**config.mk**
```make
export PLATFORM = sky130hd
export DESIGN_NAME = data_memory_arbiter
export DESIGN_NICKNAME = d
export VERILOG_FILES = /design/src/rtl/arb_pkg.sv /design/src/rtl/arb_hold_counter.sv /design/src/rtl/data_memory_arbiter.sv
export SDC_FILE = /design/constraint.sdc
export NUM_CORES = 1
export LEC_CHECK = 0
export ABC_AREA = 0
export CAP_MARGIN = 15
export CORE_AREA = 2 2 116 118
export CTS_CLUSTER_DIAMETER = 100
export CTS_CLUSTER_SIZE = 30
export DETAILED_ROUTE_END_ITERATION = 8
export DIE_AREA = 0 0 118 120
export PLACE_DENSITY = 0.63
export SYNTH_ARGS = -nofsm -noshare
export SYNTH_HDL_FRONTEND = slang
export SYNTH_SLANG_ARGS = --single-unit
```
**constraint.sdc**
```tcl
create_clock -name clk -period 2.7 [get_ports clk]
set_clock_uncertainty 0.05 [all_clocks]
set_input_delay 0.54 -clock clk [delete_from_list [all_inputs] [get_ports clk]]
set_output_delay 0.54 -clock clk [all_outputs]
set_load 0.01 [all_outputs]
```
**src/rtl/arb_pkg.sv**
```systemverilog
// ============================================================================
// Module   : arb_pkg
// Purpose  : Shared types and constants for the data memory arbiter.
//            - owner_e            : current owner of the data RAM port
//            - DEF_ADDR_WIDTH/DEF_DATA_WIDTH : default port widths
//            - hold_cnt_width()   : width of the contention counter
// Revision : 1.0 - initial release
// ============================================================================
`default_nettype none

package arb_pkg;

  typedef enum logic [1:0] {
    OWN_NONE = 2'd0,
    OWN_CPU  = 2'd1,
    OWN_EXT  = 2'd2
  } owner_e;

  localparam int DEF_ADDR_WIDTH = 32;
  localparam int DEF_DATA_WIDTH = 32;

  // Bits needed to hold the values 0..max_hold inclusive.
  function automatic int hold_cnt_width(input int max_hold);
    return $clog2(max_hold + 1);
  endfunction

endpackage

`default_nettype wire

```
**src/rtl/arb_hold_counter.sv**
```systemverilog
// ============================================================================
// Module   : arb_hold_counter
// Purpose  : Saturating contention counter. Counts consecutive grants to the
//            same owner while the other side waits.
// Ports    : clk, reset (sync, active-low)
//            clear   - next value 0
//            restart - next value 1 (ownership changed, loser still waiting)
//            inc     - next value +1, saturating at MAX_VAL
//            cnt     - current count
//            Priority: inc > restart > clear > hold.
// Revision : 1.0 - initial release
// ============================================================================
`default_nettype none

module arb_hold_counter #(
  parameter int WIDTH   = 3,
  parameter int MAX_VAL = 4
) (
  input  logic             clk,
  input  logic             reset,
  input  logic             clear,
  input  logic             restart,
  input  logic             inc,
  output logic [WIDTH-1:0] cnt
);

  localparam logic [WIDTH-1:0] C_MAX = WIDTH'(MAX_VAL);
  localparam logic [WIDTH-1:0] C_ONE = WIDTH'(1);

  logic [WIDTH-1:0] cnt_q;
  logic [WIDTH-1:0] cnt_d;

  always_comb begin
    cnt_d = cnt_q;
    if (inc) begin
      cnt_d = (cnt_q >= C_MAX) ? C_MAX : cnt_q + C_ONE;
    end else if (restart) begin
      cnt_d = C_ONE;
    end else if (clear) begin
      cnt_d = '0;
    end
  end

  always_ff @(posedge clk) begin
    if (!reset) begin
      cnt_q <= '0;
    end else begin
      cnt_q <= cnt_d;
    end
  end

  assign cnt = cnt_q;

endmodule

`default_nettype wire

```
**src/rtl/data_memory_arbiter.sv**
```systemverilog
// ============================================================================
// Module   : data_memory_arbiter
// Purpose  : Shares the single data RAM between the core load/store path and
//            an external master. One access per cycle, fixed CPU priority
//            when idle, with a starvation limit of MAX_HOLD consecutive
//            grants while the other side waits.
// Ports    : clk, reset (sync, active-low)
//            cpu_req/we/addr/wdata -> cpu_gnt, cpu_stall, cpu_rdata (comb)
//            ext_req/we/addr/wdata -> ext_gnt, ext_rvalid/ext_rdata (reg)
//            mem_addr/wdata/write/read -> RAM, mem_rdata <- RAM (async)
// Options  : ARB_STATS_EN adds cpu_stall_cnt / ext_wait_cnt (saturating).
// Revision : 1.0 - initial release
// ============================================================================
`default_nettype none

module data_memory_arbiter
  import arb_pkg::*;
#(
  parameter int ADDR_WIDTH = DEF_ADDR_WIDTH,
  parameter int DATA_WIDTH = DEF_DATA_WIDTH,
  parameter int MAX_HOLD   = 4
) (
  input  logic                  clk,
  input  logic                  reset,
  input  logic                  cpu_req,
  input  logic                  cpu_we,
  input  logic [ADDR_WIDTH-1:0] cpu_addr,
  input  logic [DATA_WIDTH-1:0] cpu_wdata,
  output logic                  cpu_gnt,
  output logic                  cpu_stall,
  output logic [DATA_WIDTH-1:0] cpu_rdata,
  input  logic                  ext_req,
  input  logic                  ext_we,
  input  logic [ADDR_WIDTH-1:0] ext_addr,
  input  logic [DATA_WIDTH-1:0] ext_wdata,
  output logic                  ext_gnt,
  output logic                  ext_rvalid,
  output logic [DATA_WIDTH-1:0] ext_rdata,
  output logic [ADDR_WIDTH-1:0] mem_addr,
  output logic [DATA_WIDTH-1:0] mem_wdata,
  output logic                  mem_write,
  output logic                  mem_read,
  input  logic [DATA_WIDTH-1:0] mem_rdata
`ifdef ARB_STATS_EN
  ,
  output logic [31:0]           cpu_stall_cnt,
  output logic [31:0]           ext_wait_cnt
`endif
);

  localparam int               HOLD_W   = hold_cnt_width(MAX_HOLD);
  localparam logic [HOLD_W-1:0] C_HOLD_MAX = HOLD_W'(MAX_HOLD);

  owner_e                  owner_q, owner_d;
  logic                    resetting_q;
  logic                    ext_rvalid_q, ext_rvalid_d;
  logic [DATA_WIDTH-1:0]   ext_rdata_q, ext_rdata_d;
  logic [HOLD_W-1:0]       hold_cnt;
  logic                    hold_at_max;
  logic                    keep_owner;
  logic                    other_active;

  assign hold_at_max = (hold_cnt >= C_HOLD_MAX);

  // Grants are blocked for every cycle after a reset edge until reset is
  // sampled high again. The cycle in which reset is first asserted still
  // grants normally, so a write in flight reaches the RAM (it has no reset).
  always_comb begin
    cpu_gnt = 1'b0;
    ext_gnt = 1'b0;
    if (!resetting_q) begin
      if (cpu_req && !ext_req) begin
        cpu_gnt = 1'b1;
      end else if (ext_req && !cpu_req) begin
        ext_gnt = 1'b1;
      end else if (cpu_req && ext_req) begin
        case (owner_q)
          OWN_CPU: begin
            cpu_gnt = !hold_at_max;
            ext_gnt = hold_at_max;
          end
          OWN_EXT: begin
            ext_gnt = !hold_at_max;
            cpu_gnt = hold_at_max;
          end
          default: cpu_gnt = 1'b1;
        endcase
      end
    end
  end

  assign cpu_stall = cpu_req & ~cpu_gnt;
  assign cpu_rdata = cpu_gnt ? mem_rdata : '0;

  always_comb begin
    mem_addr  = '0;
    mem_wdata = '0;
    mem_write = 1'b0;
    mem_read  = 1'b0;
    if (cpu_gnt) begin
      mem_addr  = cpu_addr;
      mem_wdata = cpu_wdata;
      mem_write = cpu_we;
      mem_read  = ~cpu_we;
    end else if (ext_gnt) begin
      mem_addr  = ext_addr;
      mem_wdata = ext_wdata;
      mem_write = ext_we;
      mem_read  = ~ext_we;
    end
  end

  // Owner / contention bookkeeping. "other_active" is the non-granted side
  // still requesting; without it the counter clears.
  always_comb begin
    owner_d      = OWN_NONE;
    other_active = 1'b0;
    if (cpu_gnt) begin
      owner_d      = OWN_CPU;
      other_active = ext_req;
    end else if (ext_gnt) begin
      owner_d      = OWN_EXT;
      other_active = cpu_req;
    end
    keep_owner = (owner_d != OWN_NONE) && (owner_d == owner_q);
  end

  arb_hold_counter #(
    .WIDTH   (HOLD_W),
    .MAX_VAL (MAX_HOLD)
  ) u_hold_counter (
    .clk     (clk),
    .reset   (reset),
    .clear   (!other_active),
    .restart (!keep_owner && other_active),
    .inc     (keep_owner && other_active),
    .cnt     (hold_cnt)
  );

  always_comb begin
    ext_rvalid_d = ext_gnt & ~ext_we;
    ext_rdata_d  = ext_rvalid_d ? mem_rdata : ext_rdata_q;
  end

  always_ff @(posedge clk) begin
    resetting_q <= ~reset;
    if (!reset) begin
      owner_q      <= OWN_NONE;
      ext_rvalid_q <= 1'b0;
      ext_rdata_q  <= '0;
    end else begin
      owner_q      <= owner_d;
      ext_rvalid_q <= ext_rvalid_d;
      ext_rdata_q  <= ext_rdata_d;
    end
  end

  assign ext_rvalid = ext_rvalid_q;
  assign ext_rdata  = ext_rdata_q;

`ifdef ARB_STATS_EN
  logic [31:0] cpu_stall_cnt_q, cpu_stall_cnt_d;
  logic [31:0] ext_wait_cnt_q,  ext_wait_cnt_d;

  always_comb begin
    cpu_stall_cnt_d = cpu_stall_cnt_q;
    ext_wait_cnt_d  = ext_wait_cnt_q;
    if (cpu_stall && (cpu_stall_cnt_q != 32'hFFFF_FFFF)) begin
      cpu_stall_cnt_d = cpu_stall_cnt_q + 32'd1;
    end
    if (ext_req && !ext_gnt && (ext_wait_cnt_q != 32'hFFFF_FFFF)) begin
      ext_wait_cnt_d = ext_wait_cnt_q + 32'd1;
    end
  end

  always_ff @(posedge clk) begin
    if (!reset) begin
      cpu_stall_cnt_q <= '0;
      ext_wait_cnt_q  <= '0;
    end else begin
      cpu_stall_cnt_q <= cpu_stall_cnt_d;
      ext_wait_cnt_q  <= ext_wait_cnt_d;
    end
  end

  assign cpu_stall_cnt = cpu_stall_cnt_q;
  assign ext_wait_cnt  = ext_wait_cnt_q;
`endif

endmodule

`default_nettype wire

```
==> flow_summary.yaml <==
run_status:
  status: "complete, but fails checks"
  violations: "negative setup slack"
global_routing:
  grt-ovfl-total: 0
  grt_pass1_vias: 3535
  grt_usage: 0.197
  antenna_found_initial: 2
  grt_pass1_wl_um: 21400
  grt_max_degree: 67
sta:
  fin_crit_ns: 2.81
  setup_slack_ns: -0.110
  max_slew_margin: 0.600
  rsz0062_at_grt: "yes"
  timing.fmax_mhz: 356
  worst_slew_pin_slew_ns: 0.600
  setup_viol: 44
  maxSlewViolCount: 0
  final-hold-violation-count: 0
  period_share: 1.04
floorplan:
  core_mm2: 0.0130
  die_area_mm2: 0.0142
  row_count: 42
  die_h_um: 120
  die_w_um: 118
  ios: 300
  initial_core_util: 0.187
critical_path:
  rrSetupSlack_ns: 0.56
  r2r_cells: 12
  cpPeakStageDelay_ns: 0.38
  cp_slowest_cell: "dfxtp_4"
  cp_data_required_time_ns: 2.11
  worst-path-max-fanout: 7
  worstPathCellList: "inv_4 -> ha_4 -> inv_4 -> a311oi_4 -> buf_6 -> nor2b_4 -> buf_12 -> buf_8 -> buf_16 -> a22o_1 -> buf_2"
  path_depth: 11
  crit_path_end_kind: "output port"
  cp-start-kind: "register"
  critPathKind: "register to output port"
  crit_top_cell: "inv_4"
  critical_path_buf_inv_count: 7
  crit_family: "buffers and inverters"
  worstPathArrival_ns: 2.22
  r2r_start: "owner_q[0]"
  r2r-end: "owner_q[1]"
cts:
  clock_sinks: 39
  cts_tree: "built"
  cts_buffer_depth: 2
  cts-root-buf: "clkbuf_16"
  clk_latency_ns: 0.28
  cts_max_level: 2
  clk_pin_slew_worst_paths_ns: 0.06
  cts_made_buffers: 5
worst_hold_path:
  hold_end: "ext_rdata[30]"
  hold_path.class: "register to register"
  hold-path-cell-count: 2
  hp-start: "ext_rdata[30]"
yosys:
  syn_area_per_cell_um2: 8.18
  syn_nets: 467
  netlist-cell-type-count: 26
  syn_area_mm2: 0.00243
  ys_seq_elements: 39
  seq_area_frac_synth: 0.321
  ys.warnings.count: 0
  synthCells: 297
finish:
  drive_gt1_frac: 0.247
  fin_cells: 802
  area.growth.synth_to_final_pct: 154
  ff_latch_area_um2: 788
  multi_input_area_mm2: 0.00154
  finalNetCount: 793
  fill_cells: 1252
pwr:
  power_leakage_nw: 2.72
  p_per_area_mw_per_mm2: 311
  ir_drop_uv: 273
  total_power_mw: 1.92
drt:
  drc: 0
  ant_nets: 0
  dr_total_vias: 3617
  routed_via_density: 4.51
  routed_wl_um: 14900
  drt_pass1_iterations: 4
  drtIter0Drc: 191
  wire_per_inst_um: 18.6
placed_design:
  dp_cells: 764
  dp_hpwl_um: 11200
  place_ws_ns: -0.497
  gp_congestion: 0.957
  place.port_buffers: 299
flow_run:
  maxCapViolations: 0
## logic make-up (layout without fill, tap and decap cells)
kind of cell,after synthesis,after routing,share of synthesized area
AND/OR/NAND/NOR,109,109,0.227
adder cells (fa/ha/maj),4,4,0.0206
AO/OA/AOI/OAI,103,103,0.327
other,0,2,0
flip-flops,39,39,0.321
buffers and inverters,38,365,0.0871
multiplexers,4,4,0.0165
## registers in the layout, summed over array words and instances (netlist names)
signal	flops
ext_rvalid	1
owner_q	2
resetting_q	1
ext_rdata	32
u_hold_counter.cnt	3
## repair_timing
action                     in CTS  in global routing
buffers inserted               13                  6
setup endpoints to repair     100                 93
pin swaps                       8                  9
hold buffers                    0                  0
resized for setup             338                 53
gates cloned                    7                  6
## worst register-to-register path: cells and delay by family (launching register included)
kind,cells,cell delay [ns]
adders and majority gates,1,0.28
DFF,1,0.38
buffers and inverters,8,0.90
AOI/OAI and AO/OA,1,0.23
and+or+nand+nor,2,0.19
## worst max-delay path by stage
stage / startpoint / endpoint / slack (ns)
3_3_place_gp: cpu_req / mem_addr[2] / -0.45
6_report: owner_q[0] / mem_addr[26] / -0.11
2_1_floorplan: owner_q[0] / mem_addr[0] / 0.37
5_1_grt: owner_q[0] / mem_addr[26] / -0.19
4_1_cts: owner_q[0] / mem_wdata[8] / -0.17
3_5_place_dp: cpu_req / mem_wdata[31] / -0.50
## final cells by class
cell class	count	share of cell area
inverter	7	0.00548
clock buffer	5	0.0203
tap	176	0.0357
clock inverter	3	0.00324
timing repair buffer	350	0.557
antenna	2	0.000811
multi-input combinational	220	0.250
sequential	39	0.128
## cells in the final DEF (no fill, tap or decap), types with 2 or more instances in the layout
master	instances
nand2_1	32
dlymetal6s2s_1	7
buf_2	61
ha_4	2
mux2i_1	2
a22o_1	60
buf_6	15
dfxtp_4	2
o21ai_0	28
dfxtp_1	37
ha_1	2
and2_1	34
nand2b_1	2
nor2_1	5
buf_12	8
buf_8	4
buf_4	26
clkinvlp_4	2
a22o_4	5
diode_2	2
inv_1	3
buf_16	7
inv_4	3
nand3_1	32
clkbuf_16	10
o21ai_1	5
dlygate4sd2_1	20
clkdlybuf4s50_1	196
## through the flow
step / instance area (µm²) / setup TNS, ns / util / hold WS [ns]
after CTS: 5990 / -4.96 / 0.462 / 0.403
after global routing: 6160 / -6.64 / 0.475 / 0.423
after floorplan: 2430 / 0 / - / 0.423
after detailed placement: 5660 / -38.14 / 0.436 / 0.395
final: 6170 / -2.20 / 0.475 / 0.399
after global placement: 5660 / -33.96 / 0.436 / 0.388
## per-layer routing
layer  vias up  wire, µm  track usage  share of wire
met4         2       243       0.0497          0.016
li1       1735         -            -              -
met5         -        13            0        0.00087
met1      1688      6140        0.242           0.41
met2       175      7030        0.323           0.47
met3        17      1480       0.0779          0.099
## cell usage after synthesis
cell type | number | area share
a2111oi_0 | 1 | 0.0036
a211oi_4 | 1 | 0.0082
a21oi_2 | 1 | 0.0036
a22o_1 | 65 | 0.23
a311oi_2 | 1 | 0.0062
and2_1 | 34 | 0.088
buf_2 | 5 | 0.010
buf_4 | 8 | 0.025
buf_6 | 4 | 0.019
clkbuf_1 | 12 | 0.019
clkbuf_2 | 2 | 0.0041
dfxtp_1 | 39 | 0.32
ha_1 | 4 | 0.021
inv_1 | 7 | 0.011
mux2i_1 | 4 | 0.016
nand2_1 | 32 | 0.049
nand2b_1 | 2 | 0.0052
nand3_1 | 32 | 0.066
nor2_1 | 5 | 0.0077
nor2b_1 | 1 | 0.0026
nor3_1 | 1 | 0.0021
nor4_1 | 1 | 0.0026
nor4bb_1 | 1 | 0.0041
o21a_1 | 1 | 0.0031
o21ai_0 | 28 | 0.058
o21ai_1 | 5 | 0.010
## where the power goes
group | internal [mW] | switching, mW
Clock | 0.340 | 0.231
Sequential | 0.588 | 0.00882
Combinational | 0.472 | 0.279
No activity file was read; power rests on OpenSTA's default activity.
